`src/rtl/inst_mem_pkg.sv`:
```
// Shared types and reset values for the instruction memory fetch unit.
package inst_mem_pkg;

  typedef enum logic [1:0] {
    StIdle,
    StFetch,
    StDrain,
    StDone
  } fetch_state_e;

  localparam fetch_state_e StateReset = StIdle;
  localparam logic         FlagReset  = 1'b0;

endpackage

```
`src/rtl/inst_mem_array.sv`:
```
// Instruction storage: one synchronous write port, one synchronous read port, no reset.
module inst_mem_array #(
  parameter int unsigned DATA_W = 8,
  parameter int unsigned DEPTH  = 16,
  localparam int unsigned ADDR_W = $clog2(DEPTH)
) (
  input  logic              clk,
  input  logic              we,
  input  logic [ADDR_W-1:0] waddr,
  input  logic [DATA_W-1:0] wdata,
  input  logic              re,
  input  logic [ADDR_W-1:0] raddr,
  output logic [DATA_W-1:0] rdata
);

  logic [DATA_W-1:0] mem [DEPTH];

  always_ff @(posedge clk) begin
    if (we) begin
      mem[waddr] <= wdata;
    end
    if (re) begin
      rdata <= mem[raddr];
    end
  end

endmodule

```
`src/rtl/inst_mem_fetch.sv`:
```
// Writable instruction memory with PC and valid/ready fetch sequencer.
// Optional per-word even parity when INST_MEM_PARITY_EN is defined.
module inst_mem_fetch
  import inst_mem_pkg::*;
#(
  parameter int unsigned INST_W = 8,
  parameter int unsigned DEPTH  = 16,
  localparam int unsigned ADDR_W = $clog2(DEPTH)
) (
  input  logic              clk,
  input  logic              rst_n,
  input  logic              wr_en,
  input  logic [ADDR_W-1:0] wr_addr,
  input  logic [INST_W-1:0] wr_data,
  input  logic              start,
  input  logic [ADDR_W-1:0] start_addr,
  input  logic [ADDR_W-1:0] end_addr,
  input  logic              jump_en,
  input  logic [ADDR_W-1:0] jump_addr,
  input  logic              inst_ready,
  output logic [INST_W-1:0] inst,
  output logic              inst_valid,
  output logic [ADDR_W-1:0] inst_pc,
  output logic              busy,
  output logic              done,
`ifdef INST_MEM_PARITY_EN
  output logic              par_err,
`endif
  output logic              wr_err
);

`ifdef INST_MEM_PARITY_EN
  localparam int unsigned MEM_W = INST_W + 1;
`else
  localparam int unsigned MEM_W = INST_W;
`endif

  fetch_state_e      state_q, state_d;
  logic [ADDR_W-1:0] pc_q, pc_d;
  logic [ADDR_W-1:0] end_q, end_d;
  logic [ADDR_W-1:0] inst_pc_q, inst_pc_d;
  logic              inst_valid_q, inst_valid_d;
  logic              wr_err_q, wr_err_d;
  logic              have_data_q;
  logic              mem_we, rd_en, restart, advance;
  logic [MEM_W-1:0]  mem_wdata, rd_data;

`ifdef INST_MEM_PARITY_EN
  assign mem_wdata = {^wr_data, wr_data};
`else
  assign mem_wdata = wr_data;
`endif

  inst_mem_array #(
    .DATA_W(MEM_W),
    .DEPTH (DEPTH)
  ) u_array (
    .clk  (clk),
    .we   (mem_we),
    .waddr(wr_addr),
    .wdata(mem_wdata),
    .re   (rd_en),
    .raddr(pc_q),
    .rdata(rd_data)
  );

  assign advance = !inst_valid_q || inst_ready;

  always_comb begin
    state_d      = state_q;
    pc_d         = pc_q;
    end_d        = end_q;
    inst_pc_d    = inst_pc_q;
    inst_valid_d = inst_valid_q;
    wr_err_d     = 1'b0;
    mem_we       = 1'b0;
    rd_en        = 1'b0;
    restart      = 1'b0;
    unique case (state_q)
      StIdle, StDone: begin
        // Write takes effect at this edge, ahead of the first read of a new run.
        mem_we = wr_en;
        if (start) begin
          state_d = StFetch;
          pc_d    = start_addr;
          end_d   = end_addr;
          restart = 1'b1;
        end
      end
      StFetch: begin
        wr_err_d = wr_en;
        if (jump_en) begin
          // Redirect flushes the in-flight beat, stalled or not.
          pc_d         = jump_addr;
          inst_valid_d = 1'b0;
        end else if (advance) begin
          rd_en        = 1'b1;
          inst_valid_d = 1'b1;
          inst_pc_d    = pc_q;
          if (pc_q == end_q) begin
            state_d = StDrain;
          end else begin
            pc_d = pc_q + 1'b1;
          end
        end
      end
      StDrain: begin
        if (inst_valid_q && inst_ready) begin
          inst_valid_d = 1'b0;
          state_d      = StDone;
        end
      end
    endcase
  end

  always_ff @(posedge clk or negedge rst_n) begin
    if (!rst_n) begin
      state_q      <= StateReset;
      pc_q         <= '0;
      end_q        <= '0;
      inst_pc_q    <= '0;
      inst_valid_q <= FlagReset;
      wr_err_q     <= FlagReset;
      have_data_q  <= FlagReset;
    end else begin
      state_q      <= state_d;
      pc_q         <= pc_d;
      end_q        <= end_d;
      inst_pc_q    <= inst_pc_d;
      inst_valid_q <= inst_valid_d;
      wr_err_q     <= wr_err_d;
      if (rd_en) begin
        have_data_q <= 1'b1;
      end
    end
  end

  // The array has no reset, so the read register is masked until it has been loaded.
  assign inst       = have_data_q ? rd_data[INST_W-1:0] : '0;
  assign inst_valid = inst_valid_q;
  assign inst_pc    = inst_pc_q;
  assign busy       = (state_q == StFetch);
  assign done       = (state_q == StDone);
  assign wr_err     = wr_err_q;

`ifdef INST_MEM_PARITY_EN
  logic par_bad, par_err_q;

  assign par_bad = inst_valid_q && (^rd_data);

  always_ff @(posedge clk or negedge rst_n) begin
    if (!rst_n) begin
      par_err_q <= FlagReset;
    end else if (restart) begin
      par_err_q <= 1'b0;
    end else if (par_bad) begin
      par_err_q <= 1'b1;
    end
  end

  assign par_err = par_err_q || par_bad;
`else
  logic unused_restart;
  assign unused_restart = restart;
`endif

endmodule

```
`config.mk`:
```
export PLATFORM = sky130hd
export DESIGN_NAME = inst_mem_fetch
export DESIGN_NICKNAME = d
export VERILOG_FILES = /design/src/rtl/inst_mem_pkg.sv /design/src/rtl/inst_mem_array.sv /design/src/rtl/inst_mem_fetch.sv
export SDC_FILE = /design/constraint.sdc
export NUM_CORES = 1
export LEC_CHECK = 0
export ABC_AREA = 0
export BUFFER_PORTS_ARGS = -buffer_cell sky130_fd_sc_hd__clkbuf_2
export CAP_MARGIN = 20
export CORE_MARGIN = 1.5
export CORE_UTILIZATION = 45
export DETAILED_ROUTE_END_ITERATION = 10
export PLACE_DENSITY = 0.69
export SYNTH_ARGS = -nofsm -noshare
export SYNTH_HDL_FRONTEND = slang
export SYNTH_HIERARCHICAL = 1
export SYNTH_SLANG_ARGS = --single-unit
```
`constraint.sdc`:
```
create_clock -name clk -period 4.2 [get_ports clk]
set_clock_uncertainty 0.1 [all_clocks]
set_input_delay 1.05 -clock clk [delete_from_list [all_inputs] [get_ports clk]]
set_output_delay 1.05 -clock clk [all_outputs]
set_load 0.03 [all_outputs]
```
# After elaboration in Yosys (flattened, before gate mapping)
# Memory sizes are Yosys's and may differ from the RTL's. A register that Yosys moved wholly into a read port is not among the register bits.
# Cells that the tools add are included.
# W data, S select, Z words.
dict set report word_totals {
  output_inout_bits 16
  in_bits 30
  mem_bits_rw 128
  wordCells 56
  reg_bits 17
  mem_count 1
}
# name words width rd rd_clocked_by_memory_dff write_ports line_no
set memory_table {}
lappend memory_table {u_array.mem 16 8 1 1 1 inst_mem_array.sv:16} ;# logic [DATA_W-1:0] mem [DEPTH];
dict set report classes {
  n_mux 23
  eq_ne 11
  addsub 1
  reduce_logical 12
  bitwise_logic 1
}
# operator count
set op_table {}
lappend op_table {{$mux W4} 4}
lappend op_table {{$mux W1} 10}
lappend op_table {{$mux W2} 5}
lappend op_table {{$mux W8} 1}
lappend op_table {{$pmux W4 S2} 1}
lappend op_table {{$ne A2 B2 Y1 const B} 3}
lappend op_table {{$pmux W2 S3} 1}
lappend op_table {{$reduce_and A3 Y1} 2}
lappend op_table {{$reduce_and A5 Y1} 1}
lappend op_table {{$add A4 B1 Y4 const B} 1}
lappend op_table {{$eq A2 B2 Y1 const B} 2}
lappend op_table {{$eq A4 B4 Y1} 1}
lappend op_table {{$ne A2 B1 Y1 const B} 2}
lappend op_table {{$reduce_and A4 Y1} 1}
lappend op_table {{$reduce_bool A2 Y1} 2}
lappend op_table {{$ne A3 B2 Y1 const B} 1}
lappend op_table {{$ne A3 B3 Y1 const B} 1}
lappend op_table {{$eq A2 B1 Y1 const B} 1}
lappend op_table {{$logic_not A2 Y1} 1}
lappend op_table {{$pmux W1 S2} 1}
lappend op_table {{$reduce_and A2 Y1} 1}
lappend op_table {{$reduce_or A2 Y1} 1}
lappend op_table {{$logic_and A1 B1 Y1} 1}
lappend op_table {{$logic_not A1 Y1} 1}
lappend op_table {{2 further kinds} 2}

# Longest topological paths before layout
# Gate-level depths: netlist of run 1.
dict set report depth {
  ltp_word 5
  ltp_mapped 7
  depth_no_buf 6
}

# Hierarchy
# Netlist of run 1, hierarchy kept.
# module cells_each area_per_inst_um2 n_inst seq_area_each_um2
set by_module_without_submodules {}
lappend by_module_without_submodules {inst_mem_array 229 5227.5 1 4083.9}
lappend by_module_without_submodules {inst_mem_fetch 91 997.2 1 425.4}

# Worst setup path before layout of run 1
# Ideal clock, no wire load.
dict set report synth_path {
  path_kind {input to register}
  start {in wr_en}
  end {mem u_array.mem[0][0] (enable)}
  n_path_buf 0
  required_time_ps 3717
  path_stages 3
  setup_ps 383
  arrival_ps 2303
  slack_ps 1413
  path_cell_list {and2_1 -> or3b_2 -> nor3_1}
}
dict set report synth_via {
  elab_chain_len 3
}
# element line_no
set synth_rtl {}
lappend synth_rtl {{from (decl)} inst_mem_fetch.sv:12} ;# input logic wr_en,
lappend synth_rtl {{$mux W1} inst_mem_fetch.sv:79} ;# unique case (state_q)
lappend synth_rtl {{$mux W1} inst_mem_array.sv:19} ;# if (we) begin
lappend synth_rtl {{$mux W1 (implied by the code)} inst_mem_array.sv:20} ;# mem[waddr] <= wdata;
lappend synth_rtl {{to (decl)} inst_mem_array.sv:16}
# No other way between the ends.

# Worst setup path in the final report of run 1
dict set report layout_path {
  start {reg state_q[0]}
  end {mem u_array.mem[1][7] (enable)}
}
dict set report layout_via {
  elab_chain_len 5
  word_cells_on_any_way 6
  classes_between {eq/ne (1); mux (3); reduce/logical (2)}
}
# element line_no
set layout_rtl {}
lappend layout_rtl {{from (decl)} inst_mem_fetch.sv:38} ;# fetch_state_e state_q, state_d;
lappend layout_rtl {{from (signal assigned)} inst_mem_fetch.sv:118} ;# state_q <= StateReset;
lappend layout_rtl {{from (signal assigned)} inst_mem_fetch.sv:126} ;# state_q <= state_d;
lappend layout_rtl {{$eq A2 B2 Y1 / $logic_not A2 Y1 (equally long branches)} inst_mem_fetch.sv:79}
lappend layout_rtl {{$reduce_or A2 Y1 (*)} inst_mem_fetch.sv:79}
lappend layout_rtl {{$mux W1 (*)} inst_mem_fetch.sv:79}
lappend layout_rtl {{net mem_we} inst_mem_fetch.sv:45} ;# logic mem_we, rd_en, restart, advance;
lappend layout_rtl {{$mux W1 (*)} inst_mem_array.sv:19}
lappend layout_rtl {{$mux W1 (implied by the code) (*)} inst_mem_array.sv:20}
# Mark *: on every way through the listed nets, which the timed path passes. The rest lies on a longest branch.

==> flow_metrics.py, run 1 <==
metrics = {
    "outcome": {
        "status": "complete, no violations",
    },
    "floorplan": {
        "die_h_um": 121,
        "rows": 42,
        "initial_utilization_pct": 46.6,
        "die_x_um": 121,
        "dieArea_um2": 14500,
        "coreArea_um2": 13300,
        "ios": 46,
    },
    "logic_synthesis": {
        "postSynthCellCount": 320,
        "synth-edff-count": 136,
        "synth_top_area_share_pct": 65.6,
        "yosys_warnings": 6,
        "yosysTopAreaCell": "edfxtp_1",
        "yosysSeqAreaShare_pct": 72.4,
        "synth.most_common_cell": "edfxtp_1",
        "synth_async_sr_flop_share_pct": 11.1,
        "syn_area_per_cell_um2": 19.5,
        "ys.flop_type": "edfxtp_1",
        "syn_area_um2": 6220,
        "syn_nets": 355,
        "synth_area_leaders": "edfxtp_1 (66%), dfrtp_1 (6.8%), mux4_2 (6.5%), mux4_1 (5.9%), a22oi_1 (1.9%)",
        "synth_common_cells": "edfxtp_1 (136), mux4_2 (18), dfrtp_1 (17)",
        "ys_ff_latch": 153,
        "yosysUniqueCellTypes": 37,
    },
    "clock_tree": {
        "cts_buffer_depth": 2,
        "clockRootBuffer": "clkbuf_16",
        "insertion_delay_ns": 0.42,
        "numClockSinks": 153,
        "htree_levels": 4,
        "cts_hold_buf": 0,
        "cts_tree": "done",
        "post_cts_resize_count": 0,
        "cts_buffers": 17,
        "postCtsSetupRepairBufs": 0,
        "clk_pin_slew_ns": 0.06,
    },
    "power": {
        "peakVddDrop_uv": 389,
        "leakagePower_nw": 2.54,
        "p_per_area_nw_per_um2": 657,
    },
    "global_route": {
        "track_usage_pct": 17.3,
        "antenna_found_initial": 0,
        "grt_pass1_vias": 3133,
        "overflow": 0,
        "grt_pass1_wl_um": 17800,
        "grt_max_degree": 27,
    },
    "setup_path": {
        "critical_path_class": "reg2reg",
        "required_ns": 4.15,
        "r2r-start": "state_q[0]",
        "cp-end-kind": "flop",
        "crit_chain": "inv_1 > ha_1 > and2_1 > or3b_2 > nor2_1",
        "slowest_delay_ns": 0.57,
        "startpoint": "state_q[0]",
        "crit_slowest_cell": "nor2_1",
        "start_kind": "flop",
        "crit_path_max_fanout": 8,
        "cp_top_family": "simple AND/OR/NAND/NOR gates",
        "arrival_ns": 2.72,
        "critPathBufInv": 1,
    },
    "final_layout": {
        "syn2layout_area_growth_pct": 15.4,
        "multi_input_area_um2": 1610,
        "nFillCells": 1062,
        "final_core_util_pct": 53.8,
        "antennaDiodeCount": 0,
        "drive_above_1_share_pct": 29.2,
        "layout.cells.non_filler": 567,
        "fin_nets": 413,
        "seqCellArea_um2": 4510,
    },
    "sta": {
        "finalHoldViolCount": 0,
        "relSlewSlack_pct": 31.3,
        "whs_ns": 0.407,
        "slew_viol_final": 0,
        "tightest_slew_ns": 1.02,
        "min_period_over_period_pct": 66.0,
        "finalSetupViolCount": 0,
        "timing.setup.tns_ns": 0,
        "min_period_ns": 2.77,
        "timing.fmax_mhz": 361,
        "rsz0062_at_grt": "no",
    },
    "detailed_routing": {
        "vias": 3052,
        "vias_per_cell": 5.38,
        "dr.first_iter.drc_count": 209,
        "avgRoutedWirePerCell_um": 20.3,
        "wirelength_um": 11500,
        "drc": 0,
        "dr.pass1.iters": 4,
        "antenna_left": 0,
    },
    "placement": {
        "place_inst": 534,
        "dp_hpwl_um": 7610,
        "gp_congestion": 0.788,
        "port-buffer-count": 45,
    },
    "worst_hold_path": {
        "hp-class": "reg2reg",
        "hold_start": "inst_pc[2]",
    },
    "run": {
        "drv_cap": 0,
    },
}
report_power, final:
part	switching (mW)	internal, mW
clock	0.566	0.806
combinational	0.715	0.647
sequential	0.160	1.82
total	1.44	3.28
cell usage in the layout (no fill, tap or decap), types with 6 or more instances in the layout:
cell,n
a22oi_1,16
nor2_1,16
edfxtp_1,136
clkbuf_2,45
and2_1,11
nand2_1,15
clkbuf_16,17
mux4_1,14
mux2_2,9
dfrtp_1,16
mux4_2,18
nand2b_1,6
per-layer routing:
layer  GRT usage (%)  part of all wire (%)
met5               0                     0
met4            5.07                   1.1
met3            5.61                   6.6
met2            26.5                    48
met1            23.9                    44
metrics by stage:
stage                     total power [mW]  setup WS, ns  area, um2
after global routing                  4.94          1.24       7180
after global placement                3.33          1.33       6620
final                                 4.72          1.43       7180
after detailed placement              3.36          1.22       6620
after CTS                             4.73          1.41       7150
after floorplan                       3.03          1.41       6220
worst register-to-register path, stage by stage, from the launching register on:
cell and delay (ns):
dfrtp_1 0.40, inv_1 0.08, ha_1 0.42, and2_1 0.31, or3b_2 0.53, nor2_1 0.57
area by class of cell:
class | instances | area share [%]
inverter | 4 | 0.209
sequential | 153 | 62.8
clock inverter | 13 | 1.46
multi-input combinational | 151 | 22.4
timing repair buffer | 51 | 4.04
clock buffer | 19 | 6.03
tap | 176 | 3.07
kinds of logic (layout without fill, tap and decap cells):
family	Yosys count	count (layout)	synth area share, %
AND/OR/NAND/NOR	65	65	5.39
adder cells (fa/ha/maj)	5	5	1.01
XOR/XNOR	6	6	0.844
buffers and inverters	16	87	1.75
multiplexers	47	47	15.3
flip-flops	153	153	72.4
AO/OA/AOI/OAI	28	28	3.24
final timing paths:
| kind | to | slack, ns | depth (start not counted) |
|---|---|---|---|
| worst min-delay path | inst_pc[2] | 0.41 | 1 |
| worst max register to register | u_array/mem[1][7] | 1.43 | 5 |
| worst max-delay path | u_array/mem[1][7] | 1.43 | 5 |
| worst min register to register | inst_pc[2] | 0.41 | 1 |
| min in group asynchronous | inst_pc[2] | 0.47 | 1 |
| max in group asynchronous | pc_q[0] | 3.20 | 1 |
flip-flops by register name, indices dropped and copies added (netlist names):
| register | count |
|---|---|
| inst_valid | 1 |
| pc_q | 4 |
| u_array/rdata | 8 |
| have_data_q | 1 |
| u_array/mem | 128 |
| inst_pc | 4 |
| wr_err | 1 |
| state_q | 2 |
| end_q | 4 |
Power figures use the tool's default switching activity.
==> run 2, diff against run 1 <==
==> constraint.sdc (replaced) <==
create_clock -name clk -period 2.7 [get_ports clk]
set_clock_uncertainty 0.1 [all_clocks]
set_input_delay 0.675 -clock clk [delete_from_list [all_inputs] [get_ports clk]]
set_output_delay 0.675 -clock clk [all_outputs]
set_load 0.03 [all_outputs]
==> flow_metrics.py, run 2 (synthesis results as in run 1) <==
metrics = {
    "outcome": {
        "status": "complete, no violations",
    },
    "clock_tree": {
        "cts_hold_buf": 0,
        "postCtsSetupRepairBufs": 0,
        "insertion_delay_ns": 0.42,
        "cts_buffer_depth": 2,
        "clockRootBuffer": "clkbuf_16",
        "numClockSinks": 153,
        "clk_pin_slew_ns": 0.06,
        "post_cts_resize_count": 0,
        "htree_levels": 4,
        "cts_tree": "done",
        "cts_buffers": 17,
    },
    "floorplan": {
        "die_h_um": 121,
        "ios": 46,
        "coreArea_um2": 13300,
        "die_x_um": 121,
        "dieArea_um2": 14500,
        "initial_utilization_pct": 46.6,
        "rows": 42,
    },
    "setup_path": {
        "crit_path_max_fanout": 8,
        "required_ns": 2.72,
        "arrival_ns": 2.45,
        "ff2ff_setup_slack_ns": 0.27,
        "start_kind": "flop",
        "r2r-end": "u_array/mem[0][0]",
        "critical_path_class": "reg2reg",
        "reg2reg_depth": 6,
        "startpoint": "state_q[0]",
        "r2r-start": "state_q[0]",
        "cp-end-kind": "flop",
    },
    "sta": {
        "whs_ns": 0.0860,
        "timing.setup.tns_ns": 0,
        "finalHoldViolCount": 0,
        "slew_viol_final": 0,
        "min_period_ns": 2.43,
        "tightest_slew_ns": 0.690,
        "timing.fmax_mhz": 412,
        "finalSetupViolCount": 0,
        "min_period_over_period_pct": 90.0,
        "rsz0062_at_grt": "no",
        "relSlewSlack_pct": 53.9,
    },
    "power": {
        "peakVddDrop_uv": 556,
        "cellInternalPower_mw": 5.12,
        "comb_power_share_pct": 30.2,
        "leakagePower_nw": 2.62,
        "p_switching_mw": 2.23,
        "p_seq_share_pct": 40.9,
        "clkPwrFrac_pct": 28.9,
        "p_per_area_nw_per_um2": 1010,
        "finalPower_mw": 7.35,
        "swShare_pct": 30.3,
    },
    "detailed_routing": {
        "dr.first_iter.drc_count": 240,
        "avgRoutedWirePerCell_um": 20.0,
        "drc": 0,
        "vias": 3127,
        "wirelength_um": 11600,
        "vias_per_cell": 5.38,
        "antenna_left": 0,
        "dr.pass1.iters": 5,
    },
    "final_layout": {
        "drive_above_1_share_pct": 32.3,
        "largest_reg_flops": 128,
        "top_regs": "u_array/mem: 128 flops, u_array/rdata: 8 flops",
        "antennaDiodeCount": 0,
        "syn2layout_area_growth_pct": 17.1,
        "final_common_cell": "edfxtp_1",
        "final_cell_mix": "edfxtp_1 (136), clkbuf_2 (45), mux4_2 (18), buf_4 (18), clkbuf_16 (17)",
        "regMostFlops": "u_array/mem",
        "nFillCells": 1048,
        "fin_nets": 427,
    },
    "placement": {
        "port-buffer-count": 45,
        "dp_hpwl_um": 7900,
        "gp_congestion": 0.819,
    },
    "run": {
        "drv_cap": 0,
    },
    "global_route": {
        "grt_pass1_vias": 3181,
        "met2_usage_pct": 27.1,
        "track_usage_pct": 17.6,
        "grt.met3_usage_pct": 5.99,
        "grt_pass1_wl_um": 18100,
        "met1_usage_pct": 24.2,
        "antenna_found_initial": 0,
        "overflow": 0,
        "grt_max_degree": 35,
        "gr-max-usage-layer": "met2",
    },
    "worst_hold_path": {
        "hp-class": "in2async",
    },
}
## run 2: cell types whose count changed in the layout (fill, tap and decap cells not counted), sizes merged
| cell | before | now |
|---|---|---|
| clkinvlp | 2 | 1 |
| clkbuf | 64 | 62 |
| clkinv | 9 | 12 |
| buf | 6 | 20 |
## run 2: how the worst max path moves through the flow
stage | end | slack (ns)
final | u_array/mem[0][0] | 0.27
after global routing | u_array/mem[0][4] | 0.11
after CTS | u_array/mem[0][2] | 0.24
after detailed placement | u_array/mem[0][4] | 0.26
after global placement | u_array/mem[0][3] | 0.32
after floorplan | u_array/mem[0][0] | 0.13
## run 2: power groups by stage
stage	clock network (mW)	logic (mW)	registers (mW)
after CTS	2.17	2.26	3.01
after global routing	2.27	2.42	3.03
after global placement	0	2.21	3.04
final	2.13	2.22	3.00
after floorplan	0	1.62	3.08
after detailed placement	0	2.26	3.06
## run 2: per-layer routing
| layer | vias to the layer above | wire length, um |
|---|---|---|
| li1 | 1438 | - |
| met2 | 104 | 5750 |
| met5 | - | 0 |
| met1 | 1583 | 4900 |
| met4 | 0 | 24 |
| met3 | 2 | 931 |
## run 2: worst max-delay path: stages (launching register included)
cell and delay, ns:
dfrtp_1 0.39, inv_1 0.08, ha_1 0.40, and2_1 0.30, or3b_2 0.53, nor3_1 0.15, buf_4 0.19
## run 2: final cells by class
class,count,area [um2],area share [%]
flip-flops and latches,153,4510,61.9
multi-input cells,151,1610,22.0
clock buffers,17,425,5.84
repair buffers,65,400,5.49
well taps,176,220,3.02
clock inverters,15,110,1.51
inverters,4,15.0,0.206
## run 2: metrics by stage
stage          worst slack, ns  cells  instance area (um2)  util, %
2_1_floorplan            0.134    320                 6220        -
3_3_place_gp             0.320    549                 6750     50.6
3_5_place_dp             0.257    549                 6750     50.6
4_1_cts                  0.241    581                 7290     54.6
5_1_grt                  0.109    581                 7290     54.6
6_report                 0.270    581                 7290     54.6
==> run 3, diff against run 2 <==
--- a/config.mk
+++ b/config.mk
@@ -8,7 +8,7 @@
 export ABC_AREA = 0
 export BUFFER_PORTS_ARGS = -buffer_cell sky130_fd_sc_hd__clkbuf_2
 export CAP_MARGIN = 20
-export CORE_MARGIN = 1.5
+export CORE_MARGIN = 8
 export CORE_UTILIZATION = 45
 export DETAILED_ROUTE_END_ITERATION = 10
 export PLACE_DENSITY = 0.69
==> flow_metrics.py, run 3 (synthesis results as in run 1) <==
metrics = {
    "clock_tree": {
        "cts_buffers": 17,
        "insertion_delay_ns": 0.41,
        "cts_buffer_depth": 2,
        "postCtsSetupRepairBufs": 0,
        "cts_tree": "done",
        "htree_levels": 4,
        "numClockSinks": 153,
        "post_cts_resize_count": 0,
        "cts_hold_buf": 0,
        "clk_pin_slew_ns": 0.06,
        "clockRootBuffer": "clkbuf_16",
    },
    "sta": {
        "tightest_slew_ns": 0.712,
        "timing.setup.tns_ns": 0,
        "slew_viol_final": 0,
        "min_period_over_period_pct": 89.1,
        "timing.fmax_mhz": 416,
        "relSlewSlack_pct": 52.4,
        "finalHoldViolCount": 0,
        "rsz0062_at_grt": "no",
        "min_period_ns": 2.41,
        "finalSetupViolCount": 0,
    },
    "final_layout": {
        "fin_area_um2": 7290,
        "fin_nets": 426,
        "nFillCells": 1056,
        "final_common_cell": "edfxtp_1",
        "antennaDiodeCount": 0,
        "final_cell_mix": "edfxtp_1 (136), clkbuf_2 (45), mux4_2 (18)",
        "top_regs": "u_array/mem: 128 flops, u_array/rdata: 8 flops",
        "syn2layout_area_growth_pct": 17.1,
        "regMostFlops": "u_array/mem",
        "drive_above_1_share_pct": 31.9,
        "largest_reg_flops": 128,
    },
    "global_route": {
        "grt_max_degree": 37,
        "track_usage_pct": 13.6,
        "grt_pass1_wl_um": 18100,
        "antenna_found_initial": 0,
        "grt_pass1_vias": 3294,
        "overflow": 0,
    },
    "detailed_routing": {
        "drc": 0,
        "dr.first_iter.drc_count": 254,
        "antenna_left": 0,
        "vias_per_cell": 5.39,
        "wirelength_um": 11700,
        "dr.pass1.iters": 4,
        "vias": 3145,
        "avgRoutedWirePerCell_um": 20.0,
    },
    "floorplan": {
        "initial_utilization_pct": 45.4,
        "rows": 43,
        "dieArea_um2": 17900,
        "ios": 46,
        "die_h_um": 134,
        "die_x_um": 134,
        "coreArea_um2": 13700,
    },
    "placement": {
        "dp_hpwl_um": 7940,
        "port-buffer-count": 45,
        "place_area_um2": 6750,
        "gp_congestion": 0.761,
    },
    "setup_path": {
        "arrival_ns": 2.42,
        "start_kind": "flop",
        "crit_path_max_fanout": 8,
        "cp-end-kind": "flop",
        "critical_path_class": "reg2reg",
        "required_ns": 2.72,
    },
    "outcome": {
        "status": "complete, no violations",
    },
    "worst_hold_path": {
        "hp-class": "in2async",
    },
    "power": {
        "leakagePower_nw": 2.62,
        "peakVddDrop_uv": 628,
        "p_per_area_nw_per_um2": 1010,
    },
    "run": {
        "drv_cap": 0,
    },
}
-- run 3: cell count changes in the layout (fill, tap and decap cells not counted), sizes merged --
cell	before	now
clkinv	12	9
clkbuf	62	65
buf	20	19
-- run 3: worst paths after layout --
kind | from | to | slack [ns] | cells past startpoint
max | state_q[0] | u_array/mem[0][2] | 0.29 | 6
min | rst_n | inst_pc[3] | 0.10 | 1
max reg2reg | state_q[0] | u_array/mem[0][2] | 0.29 | 6
min reg2reg | inst_pc[2] | inst_pc[2] | 0.41 | 1
max in group asynchronous | rst_n | pc_q[0] | 2.07 | 1
min in group clk | inst_pc[2] | inst_pc[2] | 0.41 | 1
-- run 3: area by class of cell --
| cell class | instances | area, um2 | share of cell area, % |
|---|---|---|---|
| multi-input cells | 151 | 1610 | 22.0 |
| clock inverters | 12 | 101 | 1.39 |
| inverters | 4 | 15.0 | 0.206 |
| repair buffers | 64 | 393 | 5.39 |
| clock buffers | 20 | 437 | 5.99 |
| well taps | 180 | 225 | 3.09 |
| flip-flops and latches | 153 | 4510 | 61.9 |
-- run 3: stage by stage --
stage          hold WS [ns]  power [mW]  worst slack, ns  cells  util, %
2_1_floorplan         0.279        4.71            0.134    320        -
3_3_place_gp          0.389        5.22            0.351    552     49.2
3_5_place_dp          0.395        5.28            0.312    552     49.2
4_1_cts              0.0982        7.40            0.276    584     53.1
5_1_grt               0.117        7.66            0.167    584     53.1
6_report              0.102        7.33            0.295    584     53.1
-- run 3: worst max-delay path, stage by stage, from the launching register on --
cell     delay, ns
dfrtp_1       0.39
inv_1         0.08
ha_1          0.40
and2_1        0.28
or3b_2        0.51
nor3_1        0.15
buf_4         0.19
-- run 3: per-layer routing --
metal | global-route usage, % | part of all wire, %
met5 | 0 | 0
met4 | 3.93 | 0.56
met3 | 4.44 | 6.3
met2 | 21.7 | 49
met1 | 17.3 | 44
-- run 3: power by group --
part	internal [mW]	leakage, nW	switching (mW)
Combinational	1.03	0.927	1.15
Sequential	2.84	1.42	0.185
Clock	1.26	0.265	0.861
Total	5.12	2.62	2.20
